**config.mk**
```make
export PLATFORM = sky130hd
export DESIGN_NAME = fetch_seq
export DESIGN_NICKNAME = d
export VERILOG_FILES = /design/src/rtl/fetch_pkg.sv /design/src/rtl/op_len_dec.sv /design/src/rtl/fetch_seq.sv
export SDC_FILE = /design/constraint.sdc
export NUM_CORES = 1
export LEC_CHECK = 0
export ABC_CLOCK_PERIOD_IN_PS = 1600
export CORE_MARGIN = 5
export CORE_UTILIZATION = 45
export DETAILED_ROUTE_END_ITERATION = 8
export GPL_TIMING_DRIVEN = 0
export PLACE_DENSITY = 0.79
export RECOVER_POWER = 100
export SLEW_MARGIN = 20
export SYNTH_ARGS = -nofsm -noshare
export SYNTH_HDL_FRONTEND = slang
export SYNTH_HIERARCHICAL = 1
export SYNTH_SLANG_ARGS = --single-unit
```
**constraint.sdc**
```tcl
create_clock -name PHI0 -period 1.6 [get_ports PHI0]
set_input_delay 0.32 -clock PHI0 [delete_from_list [all_inputs] [get_ports PHI0]]
set_output_delay 0.32 -clock PHI0 [all_outputs]
set_load 0.1 [all_outputs]
```
**src/rtl/fetch_pkg.sv**
```systemverilog
// fetch_pkg: shared definitions for the 6502-style fetch sequencer.
//   fetch_state_t  - sequencer state encoding (also exported for debug)
//   OP_*           - opcodes with special length/behaviour
//   op_len()       - opcode -> instruction length in bytes (1..3)
package fetch_pkg;

  typedef enum logic [2:0] {
    ST_RST   = 3'd0,
    ST_FETCH = 3'd1,
    ST_OPER1 = 3'd2,
    ST_OPER2 = 3'd3,
    ST_EXEC  = 3'd4
  } fetch_state_t;

  localparam logic [7:0] OP_BRK = 8'h00;
  localparam logic [7:0] OP_JSR = 8'h20;
  localparam logic [7:0] OP_RTI = 8'h40;
  localparam logic [7:0] OP_RTS = 8'h60;

  // Opcode layout is aaa_bbb_cc: cc selects the instruction group and bbb
  // the addressing mode within that group. Length follows the mode:
  // immediate/zero-page/indexed-indirect/relative = 2, absolute forms = 3,
  // implied/accumulator = 1. The cc=11 group has no documented opcodes and
  // simply reuses the cc=01 mode lengths.
  function automatic logic [1:0] op_len(input logic [7:0] op);
    logic [1:0] len;
    len = 2'd2;
    case (op[1:0])
      2'b01, 2'b11: begin
        if (op[4:2] == 3'b011 || op[4:2] == 3'b110 || op[4:2] == 3'b111)
          len = 2'd3;
        else
          len = 2'd2;
      end
      2'b10: begin
        case (op[4:2])
          3'b010, 3'b100, 3'b110: len = 2'd1;
          3'b011, 3'b111:         len = 2'd3;
          default:                len = 2'd2;
        endcase
      end
      default: begin
        case (op[4:2])
          3'b000: begin
            case (op)
              OP_BRK:         len = 2'd2;
              OP_JSR:         len = 2'd3;
              OP_RTI, OP_RTS: len = 2'd1;
              default:        len = 2'd2;
            endcase
          end
          3'b010, 3'b110: len = 2'd1;
          3'b011, 3'b111: len = 2'd3;
          default:        len = 2'd2;
        endcase
      end
    endcase
    return len;
  endfunction

endpackage

```
**src/rtl/op_len_dec.sv**
```systemverilog
// op_len_dec: combinational opcode length decoder.
//   opcode - candidate opcode byte
//   len    - instruction length in bytes (1..3)
module op_len_dec
  import fetch_pkg::*;
(
  input  logic [7:0] opcode,
  output logic [1:0] len
);

  assign len = op_len(opcode);

endmodule

```
**src/rtl/fetch_seq.sv**
```systemverilog
// fetch_seq: instruction fetch sequencer. Pulls an opcode plus 0..2 operand
// bytes off the data bus, then presents the complete instruction to execute.
//   PHI0      - clock, rising edge
//   n_RES     - synchronous active-low reset
//   DB_IN     - data bus read value
//   RDY       - 1 advance, 0 stall (everything held)
//   INT_PEND  - interrupt request, sampled only in FETCH
//   EX_DONE   - execute accepted the presented instruction
//   n_IPC     - 0 = PC unit increments this cycle
//   IR/OPL/OPH- instruction register and operand bytes
//   IR_VALID  - IR/OPL/OPH hold a complete instruction
//   SYNC      - current cycle is an opcode fetch
//   INT_TAKEN - one-cycle pulse after a BRK was injected
//   state_dbg - current sequencer state
//
// Handshake to execute: IR_VALID is the valid, EX_DONE the ready. The
// instruction is transferred on a rising edge where IR_VALID=1, EX_DONE=1
// and RDY=1; until then IR/OPL/OPH and IR_VALID stay stable. EX_DONE is
// ignored whenever IR_VALID=0.
module fetch_seq
  import fetch_pkg::*;
(
  input  logic         PHI0,
  input  logic         n_RES,
  input  logic [7:0]   DB_IN,
  input  logic         RDY,
  input  logic         INT_PEND,
  input  logic         EX_DONE,
  output logic         n_IPC,
  output logic [7:0]   IR,
  output logic [7:0]   OPL,
  output logic [7:0]   OPH,
  output logic         IR_VALID,
  output logic         SYNC,
  output logic         INT_TAKEN,
  output fetch_state_t state_dbg
);

  fetch_state_t state;
  logic [1:0]   dec_len;
  logic [1:0]   len_q;
  logic         advance_pc;

  // Decoder looks at the bus directly: the length is only needed in the
  // FETCH cycle, when the opcode is on DB_IN.
  op_len_dec u_op_len_dec (
    .opcode (DB_IN),
    .len    (dec_len)
  );

  always_ff @(posedge PHI0) begin
    if (!n_RES) begin
      state     <= ST_RST;
      IR        <= 8'h00;
      OPL       <= 8'h00;
      OPH       <= 8'h00;
      len_q     <= 2'd0;
      INT_TAKEN <= 1'b0;
    end else begin
      // Pulse only: cleared on every cycle it is not being set.
      INT_TAKEN <= 1'b0;
      if (RDY) begin
        case (state)
          ST_RST: state <= ST_FETCH;
          ST_FETCH: begin
            OPL <= 8'h00;
            OPH <= 8'h00;
            if (INT_PEND) begin
              // Injected BRK: bus byte discarded, no operand fetch.
              IR        <= OP_BRK;
              len_q     <= 2'd1;
              INT_TAKEN <= 1'b1;
              state     <= ST_EXEC;
            end else begin
              IR    <= DB_IN;
              len_q <= dec_len;
              state <= (dec_len >= 2'd2) ? ST_OPER1 : ST_EXEC;
            end
          end
          ST_OPER1: begin
            OPL   <= DB_IN;
            state <= (len_q == 2'd3) ? ST_OPER2 : ST_EXEC;
          end
          ST_OPER2: begin
            OPH   <= DB_IN;
            state <= ST_EXEC;
          end
          ST_EXEC: begin
            if (EX_DONE) state <= ST_FETCH;
          end
          default: state <= ST_RST;
        endcase
      end
    end
  end

  // PC advances on every consumed bus byte; an injected BRK consumes none.
  assign advance_pc = RDY && ((state == ST_FETCH && !INT_PEND) ||
                              state == ST_OPER1 || state == ST_OPER2);
  assign n_IPC      = ~advance_pc;
  assign SYNC       = (state == ST_FETCH);
  assign IR_VALID   = (state == ST_EXEC);
  assign state_dbg  = state;

endmodule

```
==> reports/summary.md, run 1 <==
The flow ran to the end, but the final reports show violations. The checks that failed: setup timing. The ratio of total power to cell area came out at 902.5 nW/um^2. For this configuration, the core starts out at a cell density of 47.46%. Dividing the final minimum period by the clock period gives 104.8%. The worst register-to-register path ends at OPL[1]$_SDFFE_PN0P_. The aggregate routed wire length was 4502 um; the DRC marker count from the first detailed-route iteration was 107. For this run, the number of Yosys warnings is 6. The analysis attributes to cell leakage a power of 0.7465 nW.

In this run the critical register-to-register path is launched from state_dbg[1]$_SDFFE_PN0P_. For the number of instances in the synthesized netlist, the log shows 163. The post-route minimum period was 1.676 ns; the placeable core region was 2805 sq um. Clock tree synthesis inserted a total of 5 buffers.

For the worst setup path, the data arrival time is 1.36 ns. Number of levels the H-tree was split into: 2. The biggest fanout along the worst timing path came out at 10. Yosys mapped a number of flops with a built-in enable equal to 0. Buffers placed on the I/O ports in this run total 43.

Setup repair after global routing could not meet its margin everywhere. The number of vias after detailed routing was 1507. Entering global routing, the biggest net connects 11 pins. For the pin with the worst max-slew slack, the measured transition is 0.5632 ns. The synthesized netlist contains 34 unique library cells.

Detailed placer's ending HPWL: 2842 um. Counting flops and latches in the post-synthesis netlist gives 30. Net switching is 33.13% of the power. From left edge to right edge, the die measures 64.39 um. Highest-delay cell along the critical path: sky130_fd_sc_hd__dfxtp_4.

In this run the worst hold path is classified as input pin to register. The tools report the number of nets produced by synthesis as 176. Ranked by total cell area, the synthesized netlist is headed by sky130_fd_sc_hd__dfxtp_1 (45%), sky130_fd_sc_hd__a21oi_1 (9.4%), sky130_fd_sc_hd__nand2_1 (8.2%). The tools report the summed instance area of the synthesized netlist as 1331 sq um. The number of vias per cell after detailed routing was 6.028; the final worst clock skew was 0.009215 ns.

The floorplan has 19 rows. The post-route netlist has 30.14% of its cells at a drive strength greater than 1. On the worst path, the slowest cell contributes a delay of 0.36 ns. Net total in the final layout: 232.

In the final timing run, aggregate negative setup slack is -0.1948 ns. The congestion estimate from routability-driven global placement came to 0.8556. The largest total area in the synthesized netlist belongs to sky130_fd_sc_hd__dfxtp_1. STA puts the critical path data required time at 1.28 ns. Global routing consumed, over all layers together, 21.73% of the routing resources. Once detail routing completed, the nets flagged for antenna violations numbered 0. The cell count of the worst reg-to-reg path came out at 5. The mean instance size in the synthesized netlist is 8.167 sq um, and the worst path setup slack after routing is -0.07615 ns. Worst voltage drop across the vdd grid: 0.0009346 V. The tools report the via count of the first global-routing pass as 1441.

Portion of total power attributed to sequential cells: 42.5%. The fraction of power consumed by combinational cells is 26.0%, and the proportion of synthesized chip area in sequential cells is 45.11%. The number of antenna violations at the first check in global routing came out at 0.

The critical path in this run is classified as register to output pin. TritonCTS built the clock tree. The capture point of the critical path is n_IPC. Walking the worst path, the cells encountered are buf_8 -> buf_6 -> o21ai_4 -> buf_12. For the final core utilization, the log shows 72.26%.

Source of the critical timing path: state_dbg[1]$_SDFFE_PN0P_. Setup violations remaining at the end of the flow were counted as 3. The maximum achievable frequency came out at 596.6 MHz. The power dissipated by switching net loads is 0.0006061 W.

The die outline height works out to 64.39 um. Summing all placed instances gives a cell area of 1848 sq um. The most used flip-flop cell after synthesis is sky130_fd_sc_hd__dfxtp_1. In the routed design, unresolved DRC markers number 0. The first detailed-routing pass took 4 iterations.

The worst pin sits at a relative slew slack of 62.18%. The internal power was 0.001223 W; the final routed wire length divided by cell count was 18.01 um. The final instance area was 2027 sq um. The number of hold buffers added after CTS is 0, and the worst slack at placement is -1.097 ns. Type of destination of the critical path: an output pin. Max-cap violations in this run came to 0. For the number of endpoints with negative hold slack in the final report, the log shows 0. The tree is rooted in a sky130_fd_sc_hd__clkbuf_4. Counting along the longest clock path gives a buffer depth of 2. Counting flops with an async set or reset pin after synthesis yields a share of 0%.

For the diode insertion count for antenna repair, the log shows 0. For the number of pins with negative max-slew slack in the final report, the log shows 0. Clock network latency to the later pin of the worst-skew pair: 0.35 ns. The area share of the leading cell type in the synthesized netlist works out to 45.11%. Summing internal, switching and leakage power gives 0.001829 W. The total die area is 4146 sq um. Nature of the critical path startpoint: a register.

The run gives 7003 um as the global-route wire length before repair. The layout overhead on the synthesized area was 52.26%; the post-CTS clock slew at the launch and capture registers of the worst setup and hold paths was 0.09 ns. The number of placed I/O pins is 44. For this design, the sink count on the clock tree is 30. Clock network fraction of design power: 31.5%. Global routing finished with a remaining overflow of 0. In this run the register-to-register setup slack is 0.06 ns.
-- critical path: cells and delay by family, from the launching register on --
family / cells / cell delay [ns]
buffers and inverters: 3 / 0.47
flip-flops: 1 / 0.36
AO/OA/AOI/OAI: 1 / 0.17
-- metrics by stage --
step,cells,hold slack (ns)
finish,250,0.3592
global placement,237,0.4367
global route,250,0.3534
detailed placement,237,0.4434
CTS,246,0.4579
floorplan,163,0.4321
-- area by class of cell --
| class | count | area (sq um) |
|---|---|---|
| Timing Repair Buffer | 49 | 490.5 |
| Clock buffer | 7 | 76.32 |
| Multi-Input combinational cell | 118 | 701.9 |
| Inverter | 3 | 11.26 |
| Buffer | 12 | 96.34 |
| Sequential cell | 30 | 611.8 |
| Fill cell | 224 | 778.2 |
| Tap cell | 31 | 38.79 |
-- worst min path at each step --
stage	start	endpoint	slack (ns)	depth (start not counted)
after global placement	IR[3]$_SDFFE_PN0P_	IR[3]$_SDFFE_PN0P_	0.44	2
after CTS	IR[3]$_SDFFE_PN0P_	IR[3]$_SDFFE_PN0P_	0.46	2
after detailed placement	IR[3]$_SDFFE_PN0P_	IR[3]$_SDFFE_PN0P_	0.44	2
after floorplan	len_q[1]$_SDFFE_PN0P_	len_q[1]$_SDFFE_PN0P_	0.43	2
final	DB_IN[7]	OPL[7]$_SDFFE_PN0P_	0.36	3
after global routing	DB_IN[7]	OPL[7]$_SDFFE_PN0P_	0.35	3
-- synth_stat cells, types with 2 or more instances --
cell type and count:
sky130_fd_sc_hd__dfxtp_1 30, sky130_fd_sc_hd__nor3_1 4, sky130_fd_sc_hd__nand3_1 9, sky130_fd_sc_hd__o21ai_0 12
sky130_fd_sc_hd__clkbuf_1 3, sky130_fd_sc_hd__a21oi_1 25, sky130_fd_sc_hd__buf_1 2, sky130_fd_sc_hd__nand2b_1 2
sky130_fd_sc_hd__nor2_1 4, sky130_fd_sc_hd__and3b_1 2, sky130_fd_sc_hd__buf_2 3, sky130_fd_sc_hd__o211ai_1 2
sky130_fd_sc_hd__nor2b_1 5, sky130_fd_sc_hd__nand2_1 29, sky130_fd_sc_hd__clkbuf_2 2, sky130_fd_sc_hd__and4bb_2 2
sky130_fd_sc_hd__inv_1 2, sky130_fd_sc_hd__nand3b_1 9
-- sequential cells by signal, indices dropped and copies added, names as in the netlist --
signal     flops
state_dbg      3
IR             8
len_q          2
OPH            8
INT_TAKEN      1
OPL            8
-- layer usage --
metal	global-route usage [%]	up-vias	part of all wire [%]
li1	-	683	-
met5	0	-	0
met1	25.83	709	38
met3	6.655	18	9.3
met4	11.35	0	3.7
met2	35.18	97	49
-- power by group through the flow --
stage          Clock, W  Combinational [W]  Sequential (W)
5_1_grt        0.000621           0.000498        0.000778
3_5_place_dp          0           0.000416        0.000795
6_report       0.000577           0.000476        0.000777
2_1_floorplan         0           0.000189        0.000898
4_1_cts        0.000579           0.000452        0.000775
3_3_place_gp          0           0.000408        0.000794
-- cell families after synthesis --
| logic type | Yosys count | share of synthesized area (%) |
|---|---|---|
| buffers and inverters | 15 | 5.545 |
| and+or+nand+nor | 71 | 29.32 |
| AOI/OAI and AO/OA | 46 | 19.36 |
| DFF | 30 | 45.11 |
| xor gates and xnor gates | 1 | 0.6580 |
-- layout by cell type (no fill, tap or decap), types with 4 or more instances in the layout --
master	count
sky130_fd_sc_hd__a21oi_1	25
sky130_fd_sc_hd__buf_2	7
sky130_fd_sc_hd__buf_4	7
sky130_fd_sc_hd__clkbuf_4	5
sky130_fd_sc_hd__clkdlybuf4s15_2	13
sky130_fd_sc_hd__clkdlybuf4s18_2	9
sky130_fd_sc_hd__clkdlybuf4s50_1	8
sky130_fd_sc_hd__dfxtp_1	27
sky130_fd_sc_hd__nand2_1	29
sky130_fd_sc_hd__nand3_1	9
sky130_fd_sc_hd__nand3b_1	9
sky130_fd_sc_hd__nor3_1	4
sky130_fd_sc_hd__o21ai_0	11
-- timing repair --
action,4_1_cts,5_1_grt
setup endpoints to repair,34,19
pin swaps,1,2
gates resized for setup,126,23
buffers inserted,2,4
Note: power is estimated with default switching activity, not from simulation.
==> run 2, diff against run 1 <==
--- a/config.mk
+++ b/config.mk
@@ -5,7 +5,9 @@
 export SDC_FILE = /design/constraint.sdc
 export NUM_CORES = 1
 export LEC_CHECK = 0
-export ABC_CLOCK_PERIOD_IN_PS = 1600
+export ABC_CLOCK_PERIOD_IN_PS = 1740
+export CAP_MARGIN = 20
+export CORE_ASPECT_RATIO = 1.2
 export CORE_MARGIN = 5
 export CORE_UTILIZATION = 45
 export DETAILED_ROUTE_END_ITERATION = 8
==> constraint.sdc (replaced) <==
create_clock -name PHI0 -period 1.74 [get_ports PHI0]
set_input_delay 0.348 -clock PHI0 [delete_from_list [all_inputs] [get_ports PHI0]]
set_output_delay 0.348 -clock PHI0 [all_outputs]
set_load 0.1 [all_outputs]
==> reports/summary.md, run 2 (synthesized netlist as in run 1, its figures left out) <==
The flow ran to the end, and the final reports show no timing, DRC or antenna violations. The post-route minimum period came out at 1.680 ns. The tools report the clock tree buffer depth as 2 (unchanged).

Buffers plus inverters on the worst setup path: 1 (-2). The number of endpoints with negative hold slack in the final report is 0 (unchanged). Setup repair after global routing left no endpoint under its margin. Global-route wire length before repair: 6285 um (-10%). The number of placed I/O pins is 44 (unchanged).

The die extent in x works out to 59.65 um (-7.4%). Die outline height: 69.58 um (+8.1%). The critical path's largest stage delay was 0.56 ns (+0.20 ns). The number of antenna violations at the first check in global routing came out at 0 (unchanged). The detailed-router iteration count before antenna repair is 4 (unchanged). The clock buffer count from CTS is 5 (unchanged). The overall overflow remaining after global route came out at 0 (unchanged). The number of clock sinks is 30 (unchanged).

The tools report the initial core utilization as 47.35% (-0.11 points). The highest-delay cell along the critical path was sky130_fd_sc_hd__clkdlybuf4s18_2. Required time reported for the critical path endpoint: 1.39 ns (+0.11 ns). The type of destination of the critical path was an output pin. The post-CTS clock slew at the launch and capture registers of the worst setup and hold paths came out at 0.10 ns (about the same).

The number of vias per cell after detailed routing works out to 5.496 (-8.8%). The maximum achievable frequency is 595.2 MHz, and the share of cells above drive strength 1 is 26.42% (-3.7 points). The register-to-register setup slack was 0.43 ns (+0.37 ns). In the final layout, the registers with the most flip-flops are IR: 8 flops, OPH: 8 flops, OPL: 8 flops. The logs give 2811 sq um (+0.22%) for the placeable core region and 2 (unchanged) for the number of levels the H-tree was split into.

The footprint of the flip-flops and latches is 611.8 sq um (unchanged), and the weighted congestion at the end of routability-driven global placement is 0.8696 (+1.6%). Leaving out fill and tap cells, the most frequent cell in the layout is sky130_fd_sc_hd__nand2_1. Leaving out fill and tap cells, the most frequent cells in the layout are sky130_fd_sc_hd__nand2_1 (29), sky130_fd_sc_hd__dfxtp_1 (27), sky130_fd_sc_hd__a21oi_1 (25), sky130_fd_sc_hd__clkdlybuf4s15_2 (25), sky130_fd_sc_hd__o21ai_0 (11). The cell area reported after detailed placement is 1839 sq um (-0.47%).

The worst slack at placement is -1.004 ns (+0.09305 ns). The run gives 1352 (-10%) as the number of vias after detailed routing. For the number of nets with antenna violations after routing, the log shows 0 (unchanged). Nature of the critical path startpoint: a register. The number of hold buffers added after CTS was 0 (unchanged). Ratio of total power to cell area: 836.0 nW/um^2 (-7.4%). Measured slew at the worst slew-check pin: 0.5756 ns (+0.01236 ns). The worst voltage drop across the vdd grid came out at 0.0007253 V (-22%). The kind of critical path was register to output pin. The final routed wire length divided by cell count is 14.98 um (-17%), and the diode insertion count for antenna repair is 0 (unchanged). The logs give 19.40% (-2.3 points) for the overall fraction of global-route tracks in use and 4150 sq um (+0.11%) for the total die area. Dividing the final minimum period by the clock period gives 96.55%.

For the worst path setup slack after routing, the log shows 0.06002 ns (+0.1362 ns). From synthesis to final layout, the design area changed by 47.09%. The kind of cell with the highest combined delay along the critical path is buffers and inverters. For the aggregate routed wire length, the log shows 3685 um (-18%). The clock network latency to the later pin of the worst-skew pair is 0.33 ns (-0.02 ns), and the detailed placer's ending HPWL is 2729 um (-4.0%). The run gives 1371 (-4.9%) as the via count of the first global-routing pass. The cell row count was 21 (+2); the final instance area was 1958 sq um (-3.4%). The run gives 684.4 sq um (-2.5%) as the area of combinational cells with multiple inputs.

The biggest fanout along the worst timing path was 12 (+2). Walking the worst path, the cells encountered are clkdlybuf4s18_2. The run gives 0 (-3) as the count of endpoints failing setup in the final report. The leakage dissipation was 0.6872 nW (-7.9%); the final worst clock skew was 0.009538 ns (+0.0003233 ns). The number of maximum-capacitance constraint violations came out at 0 (unchanged). The worst hold path belongs to the class input pin to register.

The tree is rooted in a sky130_fd_sc_hd__clkbuf_4. TritonCTS built the clock tree. For the net total in the final layout, the log shows 224 (-3.4%). The quantity of I/O buffers inserted on ports was 43 (unchanged); the critical path arrival was 1.33 ns (-0.03 ns). For the remaining design rule violation count, the log shows 0 (unchanged). The final-layout fill cell count was 235 (+4.9%); the tightest slew margin relative to the limit was 61.35% (-0.83 points).

Number of pins with negative max-slew slack in the final report: 0 (unchanged). Maximum number of pins on one net before global-route repair: 11 (unchanged). For the DRC marker count from the first detailed-route iteration, the log shows 60 (-44%).
==> run 2: cell count changes in the layout (fill, tap and decap cells not counted), moves of 5 or more <==
cell,delta
sky130_fd_sc_hd__buf_2,-6
sky130_fd_sc_hd__buf_4,-5
sky130_fd_sc_hd__clkdlybuf4s18_2,-8
sky130_fd_sc_hd__clkdlybuf4s15_2,+12
==> run 2: layout make-up <==
cell class	count	share of cell area, %
multi-input cells	118	34.95
inverters	3	0.5751
clock buffers	5	1.917
clock inverters	3	2.045
flip-flops and latches	30	31.25
plain buffers	9	2.811
repair buffers	44	24.28
well taps	34	2.173
==> run 2: worst paths after layout <==
check,startpoint,end,cells past startpoint
max,state_dbg[1]$_SDFFE_PN0P_,state_dbg[1],1
min,DB_IN[1],OPL[1]$_SDFFE_PN0P_,3
max reg2reg,state_dbg[0]$_SDFFE_PN0P_,OPL[2]$_SDFFE_PN0P_,3
min reg2reg,IR[7]$_SDFFE_PN0P_,IR[7]$_SDFFE_PN0P_,2
==> run 2: timing repair <==
| item | CTS | global route |
|---|---|---|
| endpoints found under the setup margin | 31 | 5 |
| pin swaps | 0 | 2 |
| setup buffers | 0 | 1 |
| resized for setup | 116 | 11 |
==> run 2: metrics by stage <==
| stage | TNS (ns) | std cells | util (%) | hold slack (ns) | power (W) |
|---|---|---|---|---|---|
| 6_report | 0 | 246 | 69.65 | 0.3937 | 0.001637 |
| 5_1_grt | 0 | 246 | 69.65 | 0.3966 | 0.001710 |
| 4_1_cts | 0 | 248 | 70.67 | 0.4584 | 0.001653 |
| 3_5_place_dp | -4.466 | 240 | 65.42 | 0.4453 | 0.001108 |
| 3_3_place_gp | -4.283 | 240 | 65.42 | 0.4400 | 0.001103 |
| 2_1_floorplan | -0.4303 | 163 | - | 0.4321 | 0.0009979 |
==> run 2: per-layer routing <==
layer,wire length [um],up-vias,global-route usage [%]
met5,0,-,0
met4,74,0,9.852
met3,275,7,6.890
met2,1794,46,29.45
met1,1541,628,23.52
li1,-,671,-
==> run 2: where the power goes <==
| group | leakage, nW | total [W] | internal, W | switching, W |
|---|---|---|---|---|
| Sequential | 0.245 | 0.000727 | 0.000702 | 0.0000247 |
| Clock | 0.0450 | 0.000542 | 0.000297 | 0.000245 |
| Combinational | 0.398 | 0.000368 | 0.000115 | 0.000253 |
